<file path="src/rtl/fetch_queue.sv">
// Instruction-fetch front end: PC generator feeding a DEPTH-entry prefetch FIFO
// that decouples instruction memory from the ID stage; redirect flushes wrong-path entries.
module fetch_queue #(
  parameter int                 DATA_W   = 32,
  parameter int                 ADDR_W   = 32,
  parameter int                 DEPTH    = 4,
  parameter logic [ADDR_W-1:0]  RESET_PC = '0
) (
  input  logic                         clk,
  input  logic                         rst,
  output logic [ADDR_W-1:0]            imem_addr,
  output logic                         imem_req,
  input  logic [DATA_W-1:0]            imem_rdata,
  input  logic                         redirect,
  input  logic [ADDR_W-1:0]            redirect_pc,
  input  logic                         deq_ready,
  output logic                         deq_valid,
  output logic [DATA_W-1:0]            deq_inst,
  output logic [ADDR_W-1:0]            deq_pc4,
  output logic [$clog2(DEPTH+1)-1:0]   count
);

  localparam int PW = $clog2(DEPTH);
  localparam int CW = $clog2(DEPTH+1);
  localparam logic [CW-1:0] FULL = CW'(DEPTH);

  if (DEPTH < 2 || (DEPTH & (DEPTH - 1)) != 0) begin : g_bad_depth
    $error("fetch_queue: DEPTH must be a power of 2 and at least 2");
  end
  if (RESET_PC[1:0] != 2'b00) begin : g_bad_reset_pc
    $error("fetch_queue: RESET_PC must be word-aligned");
  end

  function automatic logic [ADDR_W-1:0] pc_inc(input logic [ADDR_W-1:0] pc);
    return pc + ADDR_W'(4);
  endfunction

  function automatic logic [ADDR_W-1:0] align_pc(input logic [ADDR_W-1:0] pc);
    return pc & ~ADDR_W'(3);
  endfunction

  logic [ADDR_W-1:0] fpc;
  logic [ADDR_W-1:0] fpc_inc;
  logic [PW-1:0]     rptr;
  logic [PW-1:0]     wptr;
  logic [CW-1:0]     count_nxt;
  logic              deq;
  logic              space;
  logic              enq;

  logic [DATA_W-1:0] inst_q [DEPTH];
  logic [ADDR_W-1:0] pc4_q  [DEPTH];

  assign fpc_inc   = pc_inc(fpc);
  assign deq_valid = (count != '0);
  assign deq       = deq_valid & deq_ready;
  // A same-cycle dequeue frees the slot, so a full queue can still accept.
  assign space     = (count < FULL) | deq;
  assign enq       = space & ~redirect;

  assign imem_req  = enq;
  assign imem_addr = fpc;
  assign deq_inst  = inst_q[rptr];
  assign deq_pc4   = pc4_q[rptr];

  always_comb begin
    count_nxt = count;
    case ({enq, deq})
      2'b10:   count_nxt = count + CW'(1);
      2'b01:   count_nxt = count - CW'(1);
      default: count_nxt = count;
    endcase
  end

  // Fetch stage: PC and queue pointers; redirect wins over enqueue/dequeue.
  always_ff @(posedge clk or negedge rst) begin
    if (!rst) begin
      fpc   <= RESET_PC;
      rptr  <= '0;
      wptr  <= '0;
      count <= '0;
    end else if (redirect) begin
      fpc   <= align_pc(redirect_pc);
      rptr  <= '0;
      wptr  <= '0;
      count <= '0;
    end else begin
      if (enq) begin
        fpc  <= fpc_inc;
        wptr <= wptr + PW'(1);
      end
      if (deq) begin
        rptr <= rptr + PW'(1);
      end
      count <= count_nxt;
    end
  end

  // Queue storage: cleared on reset so the head reads zero until first fill.
  always_ff @(posedge clk or negedge rst) begin
    if (!rst) begin
      for (int i = 0; i < DEPTH; i++) begin
        inst_q[i] <= '0;
        pc4_q[i]  <= '0;
      end
    end else if (enq) begin
      inst_q[wptr] <= imem_rdata;
      pc4_q[wptr]  <= fpc_inc;
    end
  end

endmodule
</file>
<file path="config.mk">
export PLATFORM = sky130hd
export DESIGN_NAME = fetch_queue
export DESIGN_NICKNAME = d
export VERILOG_FILES = /design/src/rtl/fetch_queue.sv
export SDC_FILE = /design/constraint.sdc
export NUM_CORES = 1
export LEC_CHECK = 0
export BUFFER_PORTS_ARGS = -buffer_cell sky130_fd_sc_hd__buf_2
export CAP_MARGIN = 0
export CELL_PAD_IN_SITES_DETAIL_PLACEMENT = 1
export CELL_PAD_IN_SITES_GLOBAL_PLACEMENT = 1
export CORE_ASPECT_RATIO = 1.1
export CORE_MARGIN = 4
export CORE_UTILIZATION = 44
export CTS_BUF_LIST = sky130_fd_sc_hd__clkbuf_8
export DETAILED_ROUTE_END_ITERATION = 8
export PLACE_DENSITY_LB_ADDON = 0.1
export SLEW_MARGIN = 20
export SYNTH_ARGS = -nofsm -noshare
export SYNTH_HDL_FRONTEND = slang
export SYNTH_SLANG_ARGS = --single-unit
</file>
<file path="constraint.sdc">
create_clock -name clk -period 1.8 [get_ports clk]
set_input_delay 0.36 -clock clk [delete_from_list [all_inputs] [get_ports clk]]
set_output_delay 0.36 -clock clk [all_outputs]
set_load 0.02 [all_outputs]
</file>
### After elaboration in Yosys (flattened, before gate mapping)

Index checks and enable logic that the tools add are counted.

* add/subtract/negate cells: 5
* order comparisons: 4
* equality and inequality tests: 2
* multiplexer cells: 18
* bitwise operators: 6
* reduce and logical (&&, ||, !) cells: 5

Operator list (count)
* bitwise mux 128 bit: 2
* 2-to-1 mux 32 bit: 7
* binary-select mux 32 bit (select 2 bit): 2
* demux 32 bit (select 2 bit): 1
* adder 32 x 3 -> 32 bit (second input constant): 1
* 2-to-1 mux 2 bit: 4
* >= comparator 3 bit (second input constant): 2
* NOT 2 -> 3 bit: 2
* one-hot mux 3 bit (2 select lines): 1
* nonzero test 3 bit: 2
* adder 2 x 1 -> 2 bit (second input constant): 2
* nonzero test 2 bit: 2
* adder 3 x 1 -> 3 bit (second input constant): 1
* less-than comparator 3 x 1 -> 1 bit (second input constant): 1
* less-than comparator 3 bit (second input constant): 1
* 2-to-1 mux 3 bit: 1
* subtractor 3 x 1 -> 3 bit (second input constant): 1
* AND 1 bit: 2
* equality test 2 x 1 -> 1 bit (second input constant): 1
* equality test 2 bit (second input constant): 1
* logical AND 1 bit: 1
* NOT 1 bit: 1
* OR 1 bit: 1

* bits in registers: 295
* input bits: 68
* output and inout bits: 101
* word-level logic and storage cells: 52

### Logic depth before layout (Yosys ltp)

Gate-level depths: netlist of the first run.

* depth in word-level cells: 7
* depth in mapped cells: 7
* gate-level depth less buffers: 6

### Worst setup path before layout of the first run

OpenSTA, ideal clock, no wires.

* path type: register -> register
* start point: register fpc[2] (netlist: imem_addr[2])
* end point: register fpc[22] (netlist: imem_addr[22])
* library setup time: 125 ps
* data arrival time: 2036 ps
* data required time: 1675 ps
* setup slack: -361 ps
* cell stages (with the launch flop): 8
* buffers on the path: 1
* period minus slack after synthesis: 2161 ps
* cell sequence: dfrtp_1 > ha_1 > nand3_2 > or3_4 > buf_6 > nor3_1 > xor2_1 > mux2_2

* longest elaborated chain between the ends: 3

Ends and longest elaborated chain
* start: declaration: line 42 `logic [ADDR_W-1:0] fpc;`
* start signal: assignment: line 83 `fpc <= align_pc(redirect_pc);`
* start signal: assignment: line 89 `fpc <= fpc_inc;`
* adder 32 x 3 -> 32 bit: line 35 `return pc + ADDR_W'(4);`
* 2-to-1 mux 32 bit: line 88 `if (enq) begin`
* 2-to-1 mux 32 bit: line 82 `end else if (redirect) begin`

No other way between the ends. The select of a mux whose other input is x is not followed.
A chain may end at the register's enable or synchronous reset.

### Worst setup path in the final report of the first run

* start point: register rptr[0]
* end point: output deq_pc4[24]

* longest elaborated chain between the ends: 4

Ends and longest elaborated chain
* start: declaration: line 44 `logic [PW-1:0] rptr;`
* start signal: assignment: line 93 `rptr <= rptr + PW'(1);`
* NOT 2 -> 3 bit (implied by the code): line 64 `assign deq_pc4 = pc4_q[rptr];`
* binary-select mux 32 bit (select 2 bit): line 64
* 2-to-1 mux 32 bit (implied by the code) (2 in a row): line 64
* end: declaration: line 19 `output logic [ADDR_W-1:0] deq_pc4,`

No other way between the ends. The select of a mux whose other input is x is not followed.

==> parameters.txt, run 1 <==
Parameter                              Value

Synthesis
  Mux share of post-synthesis cell area    22.5%
  Post-synth top area share    54.9%
  Netlist area before placement    about 0.013 mm2
  Most used standard cell by instance count after synthesis    sky130_fd_sc_hd__dfrtp_1
  Compound-Gate Fraction of Synth Area    5.80%
  Post-Synth XOR/XNOR Area    just over 4%
  Largest cells by area after synthesis    sky130_fd_sc_hd__dfrtp_1 55%, sky130_fd_sc_hd__mux2_2 12%, sky130_fd_sc_hd__mux4_2 11%
  Top cells by count, synth    285 x sky130_fd_sc_hd__dfrtp_1, 170 x sky130_fd_sc_hd__nand2_1, 135 x sky130_fd_sc_hd__mux2_2, 105 x sky130_fd_sc_hd__o21ai_0, 62 x sky130_fd_sc_hd__mux4_2
  Synth cell types    39
  Flip-flop and latch count after synthesis    285
  Post-synthesis simple-gate area fraction    9.37%
  Number of flops mapped to enable cells by yosys    0
  Adder and majority cell fraction of the synthesized area    0.635%
  Warnings from Yosys    0
  Avg Cell Area, Syn    12.5 um2
  Main combinational cell family by area after synthesis    multiplexers
  Portion of the post-synthesis area used by sequential elements    about 55%
  Post-synth top area cell    sky130_fd_sc_hd__dfrtp_1
  Main flop type after synthesis    sky130_fd_sc_hd__dfrtp_1
  Fraction of registers with async set or reset after synthesis    100%
  Number of instances in the synthesized netlist    roughly 1,000

Route
  DRC violation total after the first TritonRoute iteration    528
  DRC violations left    0
  Via-per-instance ratio    about 5.4
  Antenna violation net count after detailed routing    0
  Routed len/inst    21.7 um
  Routed wire length    37,900 um
  Count of TritonRoute iterations in the first routing pass    4
  Via count    roughly 9,400

Timing
  Min Hold Slack    31.7 ps
  Clock period minus final worst setup slack    ~2400 ps
  Setup-violating endpoint count in the final report    75
  Highest achievable clock rate    slightly above 400 MHz
  Setup tns final    -37,060 ps
  Final Hold Viols    0
  Slack of the critical path    -616 ps
  Unrepaired setup endpoints after global routing    yes
  Worst setup skew after layout    11.0 ps
  Final critical-path share of the clock period    134%
  Slew Limit Fails    0

CTS
  Clock-pin slew of the registers on the worst-case setup and hold paths    approximately 60 ps
  CTS tree    done
  Sink Count    roughly 290
  H-tree Lvls    2
  Clk buf depth    3
  CTS Root Buffer Type    sky130_fd_sc_hd__clkbuf_8
  Number of buffers created by CTS    49
  Clock Latency Late Sink    between 500 and 600 ps

Global routing
  Total routing usage reported by global routing    21.7%
  Number of global-route vias before repair    10,402
  First-pass GRT wire length    56,600 um
  GR Overflow Total    0
  Largest net degree at the start of global routing    72
  Initial antenna violation count    0

Pwr
  Worst IR drop on VDD    0.718 mV
  Share of total power in sequential cells    38.4%
  Power share of the clock group    20.9%
  Power spent charging and discharging nets    0.00939 W
  Pwr dens    roughly 1600 mW/mm2
  Proportion of power drawn by combinational gates    40.7%
  Reported leakage power    7.94 nW
  Internal power    0.0184 W
  Switching power as a share of total power    between 30% and 40%

Placement
  DP Wirelength    around 23,000 um
  Setup slack at placement    -105 ps
  Total instance count after detailed placement    1,597
  Number of buffers added on ports    ~160
  Final Wtd Congestion    0.815

Layout
  Share of the core filled with cells in the final layout    61.6%
  Number of nets in the layout    around 1,400
  Cell Count, Final, Fillers Out    1,746
  Inserted Diodes    0
  Growth of design area from synthesis to finish    36.8%
  Fraction of layout instances using a drive strength above 1    49.4%
  Filler instances    2,889

Floorplanning
  Num rows    65
  Die area    0.0324 mm2
  Std-Cell Core Area    just under 0.03 mm2
  Die X    172 um
  Io pins    between 150 and 200
  Die H    between 150 and 200 um
  Effective utilization at floorplan    45.0%

Setup path
  Critical Path Sink Type    output port
  Worst setup path category    register to output port
  Critical Path Start Type    register
  Cell with the largest stage delay on the worst path    sky130_fd_sc_hd__mux4_2
  Crit-path cells    buf_12 > clkbuf_16 > mux4_2 > buf_2
  CP Max Fanout    9
  Delay contributed by the slowest stage of the critical path    510 ps
  Cell type group with the largest total delay on the critical path    buffers and inverters
  Number of buffers and inverters on the critical path    3
  Required time at the worst-slack endpoint    1440 ps
  Arrival time at the worst endpoint    about 2100 ps

Min path
  Path type of the worst min-delay path    input pin to register

Job
  Reported max-cap violation count    0

Status
  Violations in the final reports    negative setup slack
  Status    complete, but fails checks
## metrics by stage
stage               power [W]  cell area (um2)
floorplan              0.0168            13200
global placement       0.0198            15200
detailed placement     0.0203            15200
CTS                    0.0264            16700
global route           0.0295            17800
finish                 0.0277            17800
## power by group through the flow
stage	sequential, W	combinational [W]	clock [W]
finish	0.0107	0.0113	0.00579
global route	0.0110	0.0122	0.00630
CTS	0.0106	0.00982	0.00594
detailed placement	0.0107	0.00955	0
global placement	0.0106	0.00928	0
floorplan	0.0104	0.00648	0
## worst paths after layout
check / start / to / slack [ps] / cells past startpoint
worst max-delay path: rptr[0] / deq_pc4[24] / -620 / 4
min in group asynchronous: rst / inst_q[85] / 270 / 2
worst max register to register: imem_addr[11] / pc4_q[19] / -70 / 9
worst min register to register: pc4_q[107] / pc4_q[107] / 480 / 2
max in group asynchronous: rst / inst_q[103] / 850 / 3
worst min-delay path: redirect_pc[13] / imem_addr[13] / 30 / 3
## kinds of logic after synthesis
| logic type | count (synthesis) |
|---|---|
| XOR/XNOR | 60 |
| flip-flops | 285 |
| other | 1 |
| AO/OA/AOI/OAI | 150 |
| adder cells (fa/ha/maj) | 6 |
| AND/OR/NAND/NOR | 259 |
| multiplexers | 198 |
| buffers and inverters | 81 |
## worst register-to-register path, delay by kind of cell (launching register included)
family | cells | cell delay, ps
buf+inv | 4 | 650
flops | 1 | 430
simple gates | 3 | 390
compound gates | 1 | 180
xor+xnor | 1 | 140
## routing by layer
layer / routed length [um] / up-vias / part of all wire, % / GRT usage (%)
li1: - / 4283 / - / -
met1: 16600 / 4898 / 44 / 30.6
met2: 19200 / 218 / 51 / 35.9
met5: 0 / - / 0 / 0
met3: 1560 / 43 / 4.1 / 3.50
met4: 552 / 0 / 1.5 / 4.48
## sequential cells by signal (all words and copies together) (netlist names)
| register | flops |
|---|---|
| rptr | 2 |
| pc4_q | 120 |
| imem_addr | 30 |
| inst_q | 128 |
| count | 3 |
| wptr | 2 |
## placed cells by master, fill, tap and decap left out, types with 19 or more instances in the layout
master / count
sky130_fd_sc_hd__o21ai_1: 52
sky130_fd_sc_hd__buf_12: 27
sky130_fd_sc_hd__buf_4: 91
sky130_fd_sc_hd__clkbuf_8: 64
sky130_fd_sc_hd__nand4_1: 19
sky130_fd_sc_hd__mux2_2: 135
sky130_fd_sc_hd__dfrtp_2: 20
sky130_fd_sc_hd__nand2_1: 163
sky130_fd_sc_hd__xor2_1: 27
sky130_fd_sc_hd__mux4_2: 62
sky130_fd_sc_hd__buf_2: 115
sky130_fd_sc_hd__o21ai_0: 77
sky130_fd_sc_hd__buf_6: 64
sky130_fd_sc_hd__dfrtp_1: 264
sky130_fd_sc_hd__inv_1: 21
## final cells by class
class / count / area, um2 / share of cell area [%]
Multi-Input combinational cell: 677 / 6150 / 34.6
Inverter: 2 / 7.51 / 0.0422
Tap cell: 368 / 460 / 2.59
Clock buffer: 64 / 881 / 4.95
Sequential cell: 285 / 7160 / 40.3
Clock inverter: 24 / 101 / 0.570
Timing Repair Buffer: 326 / 3020 / 17.0
## what timing repair did
item	in CTS	in global routing
gates resized for setup	64	176
setup buffers	19	24
hold buffers	14	0
pin swaps	31	28
endpoints found under the setup margin	109	278
endpoints found under the hold margin	64	0
cloned	0	12
No activity file was read; power rests on OpenSTA's default activity.
==> inputs of run 2 (changes only) <==
--- a/config.mk
+++ b/config.mk
@@ -11,8 +11,9 @@
 export CELL_PAD_IN_SITES_GLOBAL_PLACEMENT = 1
 export CORE_ASPECT_RATIO = 1.1
 export CORE_MARGIN = 4
-export CORE_UTILIZATION = 44
+export CORE_UTILIZATION = 49
 export CTS_BUF_LIST = sky130_fd_sc_hd__clkbuf_8
+export CTS_CLUSTER_SIZE = 30
 export DETAILED_ROUTE_END_ITERATION = 8
 export PLACE_DENSITY_LB_ADDON = 0.1
 export SLEW_MARGIN = 20
==> constraint.sdc (replaced) <==
create_clock -name clk -period 2.3 [get_ports clk]
set_input_delay 0.46 -clock clk [delete_from_list [all_inputs] [get_ports clk]]
set_output_delay 0.46 -clock clk [all_outputs]
set_load 0.02 [all_outputs]
==> parameters.txt, run 2 (synthesis results as in run 1) <==
Parameter                              Value

Pwr
  Reported leakage power    7.05 nW
  Pwr dens    about 1300 mW/mm2
  Worst IR drop on VDD    0.815 mV

Layout
  Cell area after layout    0.0158 mm2
  Inserted Diodes    0
  Most flops, register    inst_q
  Max reg flops    128
  Commonest cells after routing, fill and taps aside    283 x sky130_fd_sc_hd__dfrtp_1, 166 x sky130_fd_sc_hd__nand2_1, 140 x sky130_fd_sc_hd__buf_2
  Cell Count, Final, Fillers Out    1,615
  Most frequent standard cell in the layout excluding fill and tap cells    sky130_fd_sc_hd__dfrtp_1
  Share of the core filled with cells in the final layout    60.3%
  Fraction of layout instances using a drive strength above 1    39.3%
  Growth of design area from synthesis to finish    21.3%
  Number of nets in the layout    1,299
  Filler instances    2,717

Route
  Routed wire length    31,900 um
  Antenna violation net count after detailed routing    0
  Count of TritonRoute iterations in the first routing pass    4
  DRC violation total after the first TritonRoute iteration    416
  Routed len/inst    approximately 20 um
  Via count    8,791
  DRC violations left    0
  Via-per-instance ratio    5.44

Setup path
  Worst setup startpoint    rptr[0]
  Critical Path Sink Type    output port
  Cell with the largest stage delay on the worst path    sky130_fd_sc_hd__mux4_2
  Crit-path cells    buf_12 > mux4_2 > buf_2
  CP Max Fanout    23
  Reg-to-reg critical path startpoint    imem_addr[3]
  Required time at the worst-slack endpoint    between 1500 and 2000 ps
  Critical Path End    deq_inst[0]
  Delay contributed by the slowest stage of the critical path    approximately 560 ps
  Setup slack, reg-to-reg    190 ps
  Critical Path Start Type    register
  Worst reg2reg path depth    6
  Worst setup path category    register to output port
  Arrival time at the worst endpoint    just over 2000 ps
  Worst reg2reg path endpoint    imem_addr[26]

Floorplanning
  Io pins    169
  Effective utilization at floorplan    49.7%
  Die H    179 um
  Die X    163 um
  Std-Cell Core Area    0.0261 mm2
  Die area    0.0292 mm2
  Num rows    slightly above 60

Timing
  Slack of the critical path    -190 ps
  Setup-violating endpoint count in the final report    62
  Worst setup skew after layout    28.9 ps
  Final Hold Viols    0
  Least-Margin Pin Slew    641 ps
  Unrepaired setup endpoints after global routing    yes
  Final critical-path share of the clock period    108%
  Setup tns final    -8330 ps
  Clock period minus final worst setup slack    2490 ps
  Highest achievable clock rate    402 MHz
  Min Hold Slack    122 ps
  Slew Limit Fails    0
  Max-slew headroom    57.3%

Min path
  Number of cells on the worst hold path    3
  Launch point of the worst hold path    redirect_pc[14]
  Path type of the worst min-delay path    input pin to register

CTS
  Clk buf depth    3
  CTS tree    done
  Number of buffers created by CTS    between 40 and 50
  Sink Count    ~290
  Clock Latency Late Sink    550 ps
  H-tree Lvls    2
  CTS Root Buffer Type    sky130_fd_sc_hd__clkbuf_8
  Clock-pin slew of the registers on the worst-case setup and hold paths    60 ps

Global routing
  GR Overflow Total    0
  First-pass GRT wire length    about 53,000 um
  Largest net degree at the start of global routing    79
  Total routing usage reported by global routing    22.7%
  Initial antenna violation count    0
  Number of global-route vias before repair    9,705

Placement
  Number of buffers added on ports    162
  DP Wirelength    21,100 um
  Placed cell areas    0.0145 mm2
  Final Wtd Congestion    0.783
  Total instance count after detailed placement    1,523

Job
  Reported max-cap violation count    0

Status
  Violations in the final reports    negative setup slack
  Status    complete, but fails checks
## run 2: worst min-delay path by stage
stage,endpoint
2_1_floorplan,count[0]
3_3_place_gp,inst_q[68]
3_5_place_dp,inst_q[4]
4_1_cts,imem_addr[14]
5_1_grt,imem_addr[11]
6_report,imem_addr[14]
## run 2: cell type report
type / count / area (um2) / area share (%)
Multi-Input combinational cell: 677 / 5570 / 35.3
Clock inverter: 23 / 120 / 0.762
Sequential cell: 285 / 7140 / 45.3
Tap cell: 352 / 440 / 2.79
Inverter: 2 / 7.51 / 0.0476
Clock buffer: 65 / 895 / 5.67
Timing Repair Buffer: 211 / 1600 / 10.1
## run 2: repair_timing
item                                   CTS  global route
resized for setup                       31            16
buffers inserted                         1             0
gates cloned                             2             0
hold buffers                             1             0
endpoints found under the hold margin   37             0
setup endpoints to repair               63            64
pin swaps                                0             0
## run 2: stage by stage
stage | setup slack [ps] | power, W
after detailed placement | 20.7 | 0.0156
after floorplan | 139 | 0.0131
after CTS | -233 | 0.0207
after global routing | -268 | 0.0219
after global placement | 104 | 0.0152
final | -190 | 0.0205
## run 2: routing by layer
layer  GRT usage [%]  share of wire (%)  wire length (um)
met1            31.0                 44             14000
met2            38.6                 50             15900
met3            4.25                4.8              1530
met4            4.61                1.3               427
met5               0                  0                 0
## run 2: critical path, delay by kind of cell, from the launching register on
kind                   cells  cell delay (ps)
muxes                      1              560
DFF                        1              490
buffers and inverters      2              420
## run 2: power breakdown
group          internal, W  leakage [nW]  switching (W)
clock              0.00262         0.595        0.00200
sequential         0.00718          3.50        0.00117
combinational      0.00384          2.96        0.00371
==> inputs of run 3 (changes only) <==
--- a/config.mk
+++ b/config.mk
@@ -16,6 +16,7 @@
 export CTS_CLUSTER_SIZE = 30
 export DETAILED_ROUTE_END_ITERATION = 8
 export PLACE_DENSITY_LB_ADDON = 0.1
+export SKIP_LAST_GASP = 1
 export SLEW_MARGIN = 20
 export SYNTH_ARGS = -nofsm -noshare
 export SYNTH_HDL_FRONTEND = slang
==> parameters.txt, run 3 (synthesis results as in run 1) <==
Parameter                              Value

Layout
  Multi-input gate area    0.00557 mm2
  Fraction of layout instances using a drive strength above 1    39.3%
  Inserted Diodes    0
  Most frequent standard cell in the layout excluding fill and tap cells    sky130_fd_sc_hd__dfrtp_1
  Max reg flops    128
  Commonest cells after routing, fill and taps aside    283 x sky130_fd_sc_hd__dfrtp_1, 166 x sky130_fd_sc_hd__nand2_1, 151 x sky130_fd_sc_hd__buf_2
  Number of nets in the layout    about 1,300
  Filler instances    roughly 2,700
  Register Area    0.00714 mm2
  Growth of design area from synthesis to finish    20.8%
  Most flops, register    inst_q

Route
  Routed wire length    31,900 um
  Via-per-instance ratio    5.43
  DRC violation total after the first TritonRoute iteration    401
  Routed len/inst    slightly below 20 um
  Count of TritonRoute iterations in the first routing pass    4
  Via count    between 8,000 and 9,000
  Antenna violation net count after detailed routing    0
  DRC violations left    0

Setup path
  CP Max Fanout    23
  Arrival time at the worst endpoint    2040 ps
  Delay contributed by the slowest stage of the critical path    560 ps
  Cell with the largest stage delay on the worst path    sky130_fd_sc_hd__mux4_2
  Critical Path Start Type    register
  Required time at the worst-slack endpoint    approximately 1800 ps
  Worst setup startpoint    rptr[0]
  Worst setup path category    register to output port
  Reg-to-reg critical path startpoint    imem_addr[3]
  Critical Path Sink Type    output port
  Crit-path cells    buf_12 > mux4_2 > buf_2

CTS
  CTS Root Buffer Type    sky130_fd_sc_hd__clkbuf_8
  Clk buf depth    3
  Number of buffers created by CTS    48
  Clock-pin slew of the registers on the worst-case setup and hold paths    approximately 60 ps
  Sink Count    285
  H-tree Lvls    2
  Clock Latency Late Sink    about 550 ps
  CTS tree    done

Timing
  Setup-violating endpoint count in the final report    62
  Worst setup skew after layout    25.8 ps
  Final critical-path share of the clock period    109%
  Min Hold Slack    124 ps
  Max-slew headroom    about 57%
  Final Hold Viols    0
  Least-Margin Pin Slew    roughly 650 ps
  Clock period minus final worst setup slack    2500 ps
  Slew Limit Fails    0
  Highest achievable clock rate    400 MHz
  Unrepaired setup endpoints after global routing    yes
  Slack of the critical path    -200 ps

Floorplanning
  Die area    0.0292 mm2
  Io pins    169
  Die X    around 160 um
  Std-Cell Core Area    0.0261 mm2
  Die H    179 um
  Effective utilization at floorplan    49.7%
  Num rows    62

Pwr
  Total power    0.0203 W
  Pwr dens    roughly 1300 mW/mm2
  Reported leakage power    7.03 nW
  Worst IR drop on VDD    0.816 mV

Min path
  Launch point of the worst hold path    redirect_pc[14]
  Path type of the worst min-delay path    input pin to register

Placement
  Final Wtd Congestion    0.783
  Number of buffers added on ports    roughly 160
  DP Wirelength    ~21,000 um

Global routing
  GR Overflow Total    0
  Largest net degree at the start of global routing    79
  Number of global-route vias before repair    9,707
  Initial antenna violation count    0
  Total routing usage reported by global routing    a little under a quarter
  First-pass GRT wire length    52,900 um

Status
  Violations in the final reports    negative setup slack
  Status    complete, but fails checks

Job
  Reported max-cap violation count    0
-- run 3: changes by cell type in the layout (fill, tap and decap cells not counted) --
cell                    change
sky130_fd_sc_hd__buf_6     -11
sky130_fd_sc_hd__buf_2     +11
-- run 3: cell type report --
| class | instances | share of cell area, % |
|---|---|---|
| Tap cell | 352 | 2.81 |
| Multi-Input combinational cell | 677 | 35.5 |
| Sequential cell | 285 | 45.5 |
| Timing Repair Buffer | 211 | 9.76 |
| Clock inverter | 23 | 0.765 |
| Clock buffer | 65 | 5.70 |
| Inverter | 2 | 0.0478 |
-- run 3: worst paths after layout --
| check | endpoint | slack [ps] | depth (start not counted) |
|---|---|---|---|
| max reg2reg | imem_addr[26] | 200 | 6 |
| max | deq_inst[0] | -200 | 3 |
| min in group asynchronous | inst_q[4] | 390 | 2 |
| min | imem_addr[14] | 120 | 3 |
| min reg2reg | pc4_q[2] | 470 | 2 |
| max in group asynchronous | pc4_q[77] | 1160 | 3 |
-- run 3: worst max-delay path, delay by kind of cell, from the launching register on --
kind	cells	cell delay (ps)
flip-flops	1	490
buffers and inverters	2	420
multiplexers	1	560
-- run 3: routing by layer --
layer / vias up / global-route usage, % / share of wire (%)
met4: 0 / 4.61 / 1.3
met3: 34 / 4.23 / 4.8
li1: 4063 / - / -
met2: 190 / 38.6 / 50
met1: 4484 / 31.0 / 44
met5: - / 0 / 0
-- run 3: report_power, final --
part           switching, W  internal [W]  total, W
Sequential          0.00116       0.00718   0.00835
Combinational       0.00368       0.00368   0.00736
Clock               0.00201       0.00262   0.00463
Total               0.00685        0.0135    0.0203
-- run 3: through the flow --
stage / instances / cell area (um2) / setup TNS (ps) / util (%) / worst slack (ps)
2_1_floorplan: 1043 / 13000 / 0 / - / 139
3_3_place_gp: 1523 / 14500 / 0 / 55.5 / 104
3_5_place_dp: 1523 / 14500 / 0 / 55.5 / 20.7
4_1_cts: 1615 / 15700 / -11570 / 59.9 / -233
5_1_grt: 1615 / 15700 / -13530 / 60.0 / -268
6_report: 1615 / 15700 / -8390 / 60.0 / -200
-- run 3: timing repair --
| action | CTS | global route |
|---|---|---|
| gates cloned | 2 | 0 |
| resized for setup | 15 | 10 |
| hold endpoints to repair | 37 | 0 |
| endpoints found under the setup margin | 63 | 64 |
| hold buffers | 1 | 0 |
| setup buffers | 1 | 0 |
